==> config.mk <==
export PLATFORM = sky130hd
export DESIGN_NAME = lsu_ctrl_flat
export DESIGN_NICKNAME = d
export VERILOG_FILES = /design/src/rtl/lsu_ctrl_if.sv /design/src/rtl/lsu_ctrl.sv /design/src/flat_wrapper.sv
export SDC_FILE = /design/constraint.sdc
export NUM_CORES = 1
export LEC_CHECK = 0
export BUFFER_PORTS_ARGS = -buffer_cell sky130_fd_sc_hd__buf_2
export CAP_MARGIN = 5
export CORE_MARGIN = 2
export CORE_UTILIZATION = 45
export DETAILED_ROUTE_END_ITERATION = 8
export PLACE_DENSITY = 0.81
export SETUP_SLACK_MARGIN = 0.1
export SYNTH_ARGS = -nofsm -noshare
export SYNTH_HDL_FRONTEND = slang
export SYNTH_SLANG_ARGS = --single-unit
==> constraint.sdc <==
create_clock -name clk -period 3.4 [get_ports clk]
set_input_delay 0.68 -clock clk [delete_from_list [all_inputs] [get_ports clk]]
set_output_delay 0.68 -clock clk [all_outputs]
set_load 0.005 [all_outputs]
==> src/rtl/lsu_ctrl_if.sv <==
// Bundle of the execute-side request, writeback-side response and data-memory
// signals around the load/store sequencer.
interface lsu_ctrl_if;
    logic        ReqValid;
    logic        ReqReady;
    logic        ReqWr;
    logic [2:0]  ReqCtrl;
    logic [31:0] ReqAddr;
    logic [31:0] ReqData;
    logic        RspValid;
    logic        RspReady;
    logic [31:0] RspData;
    logic        RspMisalign;
    logic        RspIllegal;
    logic [31:0] MemAddress;
    logic [31:0] MemDataWr;
    logic        MemWr;
    logic [2:0]  MemCtrl;
    logic [31:0] MemDataRd;

    modport slave (
        input  ReqValid, ReqWr, ReqCtrl, ReqAddr, ReqData, RspReady, MemDataRd,
        output ReqReady, RspValid, RspData, RspMisalign, RspIllegal,
               MemAddress, MemDataWr, MemWr, MemCtrl
    );

    modport master (
        output ReqValid, ReqWr, ReqCtrl, ReqAddr, ReqData, RspReady, MemDataRd,
        input  ReqReady, RspValid, RspData, RspMisalign, RspIllegal,
               MemAddress, MemDataWr, MemWr, MemCtrl
    );
endinterface

==> src/rtl/lsu_ctrl.sv <==
// Load/store sequencer: takes one request at a time, validates alignment and
// direction, drives the data memory for one cycle and returns a registered response.
module lsu_ctrl #(
    parameter int ERR_CNT_W = 8
) (
    input  logic                 clk,
    input  logic                 rst,
    lsu_ctrl_if.slave            bus,
    output logic [ERR_CNT_W-1:0] ErrCnt
);
    typedef enum logic [1:0] {IDLE, ACCESS, RESP} state_t;

    state_t               state;
    logic                 wr_q;
    logic [2:0]           ctrl_q;
    logic [31:0]          addr_q;
    logic [31:0]          data_q;
    logic                 req_ready;
    logic                 rsp_valid;
    logic [31:0]          rsp_data;
    logic                 rsp_misalign;
    logic                 rsp_illegal;
    logic [ERR_CNT_W-1:0] err_cnt;

    logic is_store;
    logic is_half;
    logic is_word;
    logic illegal;
    logic misalign;
    logic handshake;

    always_comb begin
        is_store = 1'b0;
        is_half  = 1'b0;
        is_word  = 1'b0;
        case (bus.ReqCtrl)
            3'b001, 3'b101: is_half = 1'b1;
            3'b111: begin
                is_half  = 1'b1;
                is_store = 1'b1;
            end
            3'b010: is_word = 1'b1;
            3'b011: begin
                is_word  = 1'b1;
                is_store = 1'b1;
            end
            3'b110: is_store = 1'b1;
            default: ;
        endcase
    end

    assign illegal   = bus.ReqWr != is_store;
    assign misalign  = (is_half & bus.ReqAddr[0]) | (is_word & (|bus.ReqAddr[1:0]));
    assign handshake = bus.ReqValid & req_ready;

    // Rejected requests skip ACCESS so the memory never sees them.
    always_ff @(posedge clk) begin
        if (rst) begin
            state        <= IDLE;
            wr_q         <= 1'b0;
            ctrl_q       <= 3'b010;
            addr_q       <= 32'h0;
            data_q       <= 32'h0;
            req_ready    <= 1'b1;
            rsp_valid    <= 1'b0;
            rsp_data     <= 32'h0;
            rsp_misalign <= 1'b0;
            rsp_illegal  <= 1'b0;
            err_cnt      <= '0;
        end else begin
            case (state)
                IDLE: begin
                    if (handshake) begin
                        wr_q      <= bus.ReqWr;
                        ctrl_q    <= bus.ReqCtrl;
                        addr_q    <= bus.ReqAddr;
                        data_q    <= bus.ReqData;
                        req_ready <= 1'b0;
                        if (illegal || misalign) begin
                            rsp_data     <= 32'h0;
                            rsp_illegal  <= illegal;
                            rsp_misalign <= misalign & ~illegal;
                            rsp_valid    <= 1'b1;
                            state        <= RESP;
                            if (err_cnt != {ERR_CNT_W{1'b1}})
                                err_cnt <= err_cnt + ERR_CNT_W'(1);
                        end else begin
                            state <= ACCESS;
                        end
                    end
                end
                ACCESS: begin
                    rsp_data     <= wr_q ? 32'h0 : bus.MemDataRd;
                    rsp_illegal  <= 1'b0;
                    rsp_misalign <= 1'b0;
                    rsp_valid    <= 1'b1;
                    state        <= RESP;
                end
                RESP: begin
                    if (bus.RspReady) begin
                        rsp_valid <= 1'b0;
                        req_ready <= 1'b1;
                        state     <= IDLE;
                    end
                end
                default: begin
                    rsp_valid <= 1'b0;
                    req_ready <= 1'b1;
                    state     <= IDLE;
                end
            endcase
        end
    end

    // Gating with rst stops a write in the very cycle reset arrives.
    assign bus.MemWr       = (state == ACCESS) & wr_q & ~rst;
    assign bus.MemAddress  = addr_q;
    assign bus.MemDataWr   = data_q;
    assign bus.MemCtrl     = ctrl_q;
    assign bus.ReqReady    = req_ready;
    assign bus.RspValid    = rsp_valid;
    assign bus.RspData     = rsp_data;
    assign bus.RspMisalign = rsp_misalign;
    assign bus.RspIllegal  = rsp_illegal;
    assign ErrCnt          = err_cnt;
endmodule
==> src/flat_wrapper.sv <==
// flat-port wrapper written by rule: the top's interface ports become plain ports
module lsu_ctrl_flat 
#(
    parameter int ERR_CNT_W = 8
)
  (clk, rst, ErrCnt, bus_ReqValid, bus_ReqWr, bus_ReqCtrl, bus_ReqAddr, bus_ReqData, bus_RspReady, bus_MemDataRd, bus_ReqReady, bus_RspValid, bus_RspData, bus_RspMisalign, bus_RspIllegal, bus_MemAddress, bus_MemDataWr, bus_MemWr, bus_MemCtrl);
  lsu_ctrl_if bus_i ();
  input  logic clk;
  input  logic rst;
  output logic [ERR_CNT_W-1:0] ErrCnt;
  input wire logic [$bits(bus_i.ReqValid)-1:0] bus_ReqValid;
  input wire logic [$bits(bus_i.ReqWr)-1:0] bus_ReqWr;
  input wire logic [$bits(bus_i.ReqCtrl)-1:0] bus_ReqCtrl;
  input wire logic [$bits(bus_i.ReqAddr)-1:0] bus_ReqAddr;
  input wire logic [$bits(bus_i.ReqData)-1:0] bus_ReqData;
  input wire logic [$bits(bus_i.RspReady)-1:0] bus_RspReady;
  input wire logic [$bits(bus_i.MemDataRd)-1:0] bus_MemDataRd;
  output wire logic [$bits(bus_i.ReqReady)-1:0] bus_ReqReady;
  output wire logic [$bits(bus_i.RspValid)-1:0] bus_RspValid;
  output wire logic [$bits(bus_i.RspData)-1:0] bus_RspData;
  output wire logic [$bits(bus_i.RspMisalign)-1:0] bus_RspMisalign;
  output wire logic [$bits(bus_i.RspIllegal)-1:0] bus_RspIllegal;
  output wire logic [$bits(bus_i.MemAddress)-1:0] bus_MemAddress;
  output wire logic [$bits(bus_i.MemDataWr)-1:0] bus_MemDataWr;
  output wire logic [$bits(bus_i.MemWr)-1:0] bus_MemWr;
  output wire logic [$bits(bus_i.MemCtrl)-1:0] bus_MemCtrl;
  assign bus_i.ReqValid = bus_ReqValid;
  assign bus_i.ReqWr = bus_ReqWr;
  assign bus_i.ReqCtrl = bus_ReqCtrl;
  assign bus_i.ReqAddr = bus_ReqAddr;
  assign bus_i.ReqData = bus_ReqData;
  assign bus_i.RspReady = bus_RspReady;
  assign bus_i.MemDataRd = bus_MemDataRd;
  assign bus_ReqReady = bus_i.ReqReady;
  assign bus_RspValid = bus_i.RspValid;
  assign bus_RspData = bus_i.RspData;
  assign bus_RspMisalign = bus_i.RspMisalign;
  assign bus_RspIllegal = bus_i.RspIllegal;
  assign bus_MemAddress = bus_i.MemAddress;
  assign bus_MemDataWr = bus_i.MemDataWr;
  assign bus_MemWr = bus_i.MemWr;
  assign bus_MemCtrl = bus_i.MemCtrl;
  lsu_ctrl #(.ERR_CNT_W(ERR_CNT_W)) u_core (.clk(clk), .rst(rst), .bus(bus_i), .ErrCnt(ErrCnt));
endmodule
---- After elaboration in Yosys (flattened, before gate mapping) ----
Index checks and enable logic that the tools add are counted.
operators by class
  add/sub/neg operators ................... 1
  bitwise logic cells ..................... 10
  reduce and logical (&&, ||, !) cells .... 13
  multiplexer cells ....................... 24
  equal/unequal tests ..................... 13
operators with widths
  operator                                        count
  two-way mux 32 bit                              3
  one-hot mux 32 bit (2 select lines)             1
  two-way mux 1 bit                               12
  == test 3 bit (second input constant)           3
  AND reduction 3 bit                             3
  adder 8 x 1 -> 8 bit (second input constant)    1
  != test 8 bit (second input constant)           1
  bitwise AND 1 bit                               6
  == test 3 x 2 -> 1 bit (second input constant)  2
  two-way mux 2 bit                               3
  one-hot mux 1 bit (3 select lines)              2
  one-hot mux 2 bit (3 select lines)              1
  OR reduction 3 bit                              2
  != test 2 x 1 -> 1 bit (second input constant)  2
  one-hot mux 1 bit (2 select lines)              2
  AND reduction 2 bit                             2
  AND reduction 4 bit                             1
  OR reduction 2 bit                              2
  == test 3 x 1 -> 1 bit (second input constant)  1
  inverter 1 bit                                  3
  == test 2 x 1 -> 1 bit (second input constant)  1
  == test 2 bit (second input constant)           1
  zero test 2 bit                                 1
  != test 2 bit (second input constant)           1
  other kinds (4)                                 4
word-level totals
  bits in registers ....................... 114
  input bits .............................. 104

---- Logic depth before layout (Yosys ltp) ----
  depth after elaboration ................. 9
  depth in mapped cells ................... 7

---- Least setup slack after synthesis ----
OpenSTA, ideal clock, no wires.
  path type ............................... input -> register
  start point ............................. input port bus_ReqValid
  end point ............................... register u_core.err_cnt[6] (netlist: u_core.ErrCnt[6])
  library setup time ...................... 70 ps
  data arrival time ....................... 2,155 ps
  setup slack ............................. 1,175 ps
  stages .................................. 6
  path through ............................ nor2b_4 > nand3_2 > or4_1 > buf_2 > or4_1 > a21oi_1
between the ends
  longest elaborated chain between the ends .. 2
ends and longest elaborated chain
  element                        RTL line            RTL
  start, declared                flat_wrapper.sv:11  input wire logic [$bits(bus_i.ReqValid)-1:0] bus_ReqValid;
  bitwise AND 1 bit              lsu_ctrl.sv:54      assign handshake = bus.ReqValid & req_ready;
  AND reduction 4 bit (no line)  n/a
  end signal, assigned           lsu_ctrl.sv:86      err_cnt <= err_cnt + ERR_CNT_W'(1);
  end, declared                  lsu_ctrl.sv:23      logic [ERR_CNT_W-1:0] err_cnt;
No other way between the ends.
A chain may end at the register's enable or synchronous reset.

---- Worst setup path after layout ----
  start point ............................. register u_core.state[0]
  end point ............................... output port bus_MemWr
between the ends
  longest elaborated chain between the ends .. 3
ends and longest elaborated chain
  element                         RTL line            RTL
  start, declared                 lsu_ctrl.sv:13      state_t state;
  start signal, assigned          lsu_ctrl.sv:59      state <= IDLE;
  start signal, assigned          lsu_ctrl.sv:84      state <= RESP;
  start signal, assigned          lsu_ctrl.sv:88      state <= ACCESS;
  == test 2 x 1 -> 1 bit          lsu_ctrl.sv:116     assign bus.MemWr = (state == ACCESS) & wr_q & ~rst;
  bitwise AND 1 bit (2 in a row)  lsu_ctrl.sv:116
  end, declared                   flat_wrapper.sv:25  output wire logic [$bits(bus_i.MemWr)-1:0] bus_MemWr;
No other way between the ends.

==> flow_summary.toml <==
[floorplanning]
die_x_um = 97.7
rows = 34
die_h_um = 97.7
io_pins = 216
core-area_um2 = 8640
start_util = 0.457
die_area_um2 = 9540

[clock_network]
cts_sinks = 114
ctsHoldBuffers = 0
numCtsBuffers = 17
cts-root-buf = "clkbuf_8"
path_clk_slew_ns = 0.05
cts_resized = 0
cts_max_level = 4
ctsLongestPathBuffers = 2
clk_latency_ns = 0.50
post_cts_buffers = 0
cts_tree = "built"

[placement]
place_inst = 746
post-dp-hpwl_um = 7440
place_congestion = 0.877
dpl_cell_area_um2 = 5100
dp_slack_ns = 0.882
port_buffers = 215

[setup_path]
critPathKind = "register to output port"
critPathMaxFanout = 5
startpoint_type = "register"
end_kind = "output port"
arrival_ns = 1.51
critical_path_required_ns = 2.72

[outcome]
status = "finished, final reports clean"

[power]
power.leakage_uw = 0.00271
powerDensity_nw_per_um2 = 601
irDropWorstVdd_mv = 0.289

[global_routing]
grt_pass1_wl_um = 16800
overflow = 0
grt_pass1_vias = 3731
grt_max_degree = 79
track_usage = 0.216
grt_antenna_before_repair = 0

[finish]
layout-drive-gt1-share = 0.387
area_growth_pct = 42.9
finish.instance_area_um2 = 5650
antenna_cells = 0
layout.area.seq_um2 = 2280
layout.cells.non_filler = 777
multi_input_area_um2 = 1560
fillers = 733
nNetsFinal = 762

[synth]
async_reset_ff_frac = 0
yosys-top-cells-area = "dfxtp_1, nand2_1, a21oi_1"
synth.top_cell.area_share = 0.578
ys.flop_type = "dfxtp_1"
syn-cell-area_um2 = 3950
yosysSeqAreaShare = 0.578
yosysUniqueCellTypes = 33
synth_fp_nets = 553
synth_cells = 448
yosysWarningCount = 0
synth_edf_count = 0
syn_avg_cell_area_um2 = 8.82
synth_seq_cells = 114
synth_top_area_cell = "dfxtp_1"

[timing]
slew_viol_final = 0
setup_violations = 0
fmax_mhz = 457
fin_crit_ns = 2.19
tns_ns = 0
holdWs_ns = 0.395
worstMarginPinSlew_ns = 0.788
worst_clock_skew_ns = 0.0149
rsz0062_at_grt = "false"
finalCritPeriodShare = 0.644
slew_headroom = 0.474
hold_viol = 0
finalWorstSetupSlack_ns = 1.21

[drt]
initialDrtViolationCount = 111
vias_per_cell = 5.06
finalWirelength_um = 10500
drcViolationCount = 0
antenna_left = 0
first_pass_iters = 4
num_vias = 3934
post_drt_wl_per_cell_um = 13.5

[job]
drv_cap = 0

[hold_path]
hp-class = "input pin to register"
==> worst paths after layout <==
kind,start,endpoint,slack (ns),cells after the start
setup / recovery,u_core.state[0],bus_MemWr,1.21,3
hold / removal,bus_MemDataRd[5],u_core.bus.RspData[5],0.39,2
setup reg to reg,u_core.state[1],u_core.ErrCnt[6],1.25,5
hold reg to reg,u_core.bus.MemAddress[18],u_core.bus.MemAddress[18],0.45,2
==> cell usage in the layout, fill, tap and decap left out, drive strengths merged, types with 2 or more instances in the layout <==
master / n
nor3: 2
clkinv: 5
nor4: 4
o21ai: 6
a211oi: 2
a22o: 33
mux2i: 2
clkbuf: 21
buf: 220
nor2b: 3
nand2: 138
inv: 3
or4: 2
or3: 3
a21oi: 73
xor2: 2
nor2: 12
clkinvlp: 4
nand3: 7
dfxtp: 114
a22oi: 2
or2: 2
==> power breakdown <==
group	internal (uW)	switching, uW	total, uW	leakage, uW
Sequential	1410	40.8	1450	0.000929
Combinational	152	197	349	0.00152
Clock	1010	579	1590	0.000261
==> critical path: stages (launching register included) <==
cell and delay [ns]:
dfxtp_1 0.43, inv_1 0.15, nor4b_1 0.26, buf_2 0.17
==> cells in the mapped netlist (2+ instances only) <==
library cell  instances
a21oi_1              73
a22o_1               33
a22oi_1               2
buf_1                 2
buf_2                 4
clkbuf_1             24
dfxtp_1             114
inv_1                 3
mux2i_1               2
nand2_1             138
nand3_1               6
nor2_1               12
nor2b_1               2
nor4_1                4
o21ai_0               6
or2_2                 2
or3_1                 3
or4_1                 2
xor2_1                2
==> per-stage QoR <==
| stage | util | power, uW |
|---|---|---|
| after detailed placement | 0.591 | 1830 |
| after CTS | 0.654 | 3440 |
| final | 0.654 | 3390 |
| after global routing | 0.654 | 3540 |
| after floorplan | - | 1660 |
| after global placement | 0.591 | 1820 |
==> routing by layer <==
layer  wire length [um]  vias up  track usage  share of wire
met5                  0        -            0              0
met4                152        0       0.0887          0.014
met3                944       14       0.0892          0.090
met2               5120      170        0.363           0.49
met1               4270     1808        0.242           0.41
li1                   -     1942            -              -
==> cells by family (layout without fill, tap and decap cells) <==
group / count (synthesis) / after routing / share of synthesized area
fa+ha+maj: 1 / 1 / 0.00317
buf+inv: 33 / 254 / 0.0326
compound gates: 118 / 118 / 0.186
xor+xnor: 2 / 2 / 0.00444
flops: 114 / 114 / 0.578
mux: 3 / 3 / 0.00792
simple gates: 177 / 177 / 0.188
==> registers in the layout (all words and copies together) (netlist names) <==
register                cells
u_core.wr_q                 1
u_core.state                2
u_core.bus.ReqReady         1
u_core.bus.MemAddress      32
u_core.bus.MemDataWr       32
u_core.bus.RspValid         1
u_core.ErrCnt               8
u_core.bus.RspMisalign      1
u_core.bus.MemCtrl          3
u_core.bus.RspIllegal       1
u_core.bus.RspData         32
==> final cells by class <==
| type | count | share of cell area |
|---|---|---|
| Clock buffer | 21 | 0.0813 |
| Multi-Input combinational cell | 301 | 0.276 |
| Clock inverter | 10 | 0.0151 |
| Inverter | 3 | 0.00199 |
| Timing Repair Buffer | 220 | 0.197 |
| Sequential cell | 114 | 0.404 |
| Tap cell | 108 | 0.0239 |
Note: power is estimated with default switching activity, not from simulation.
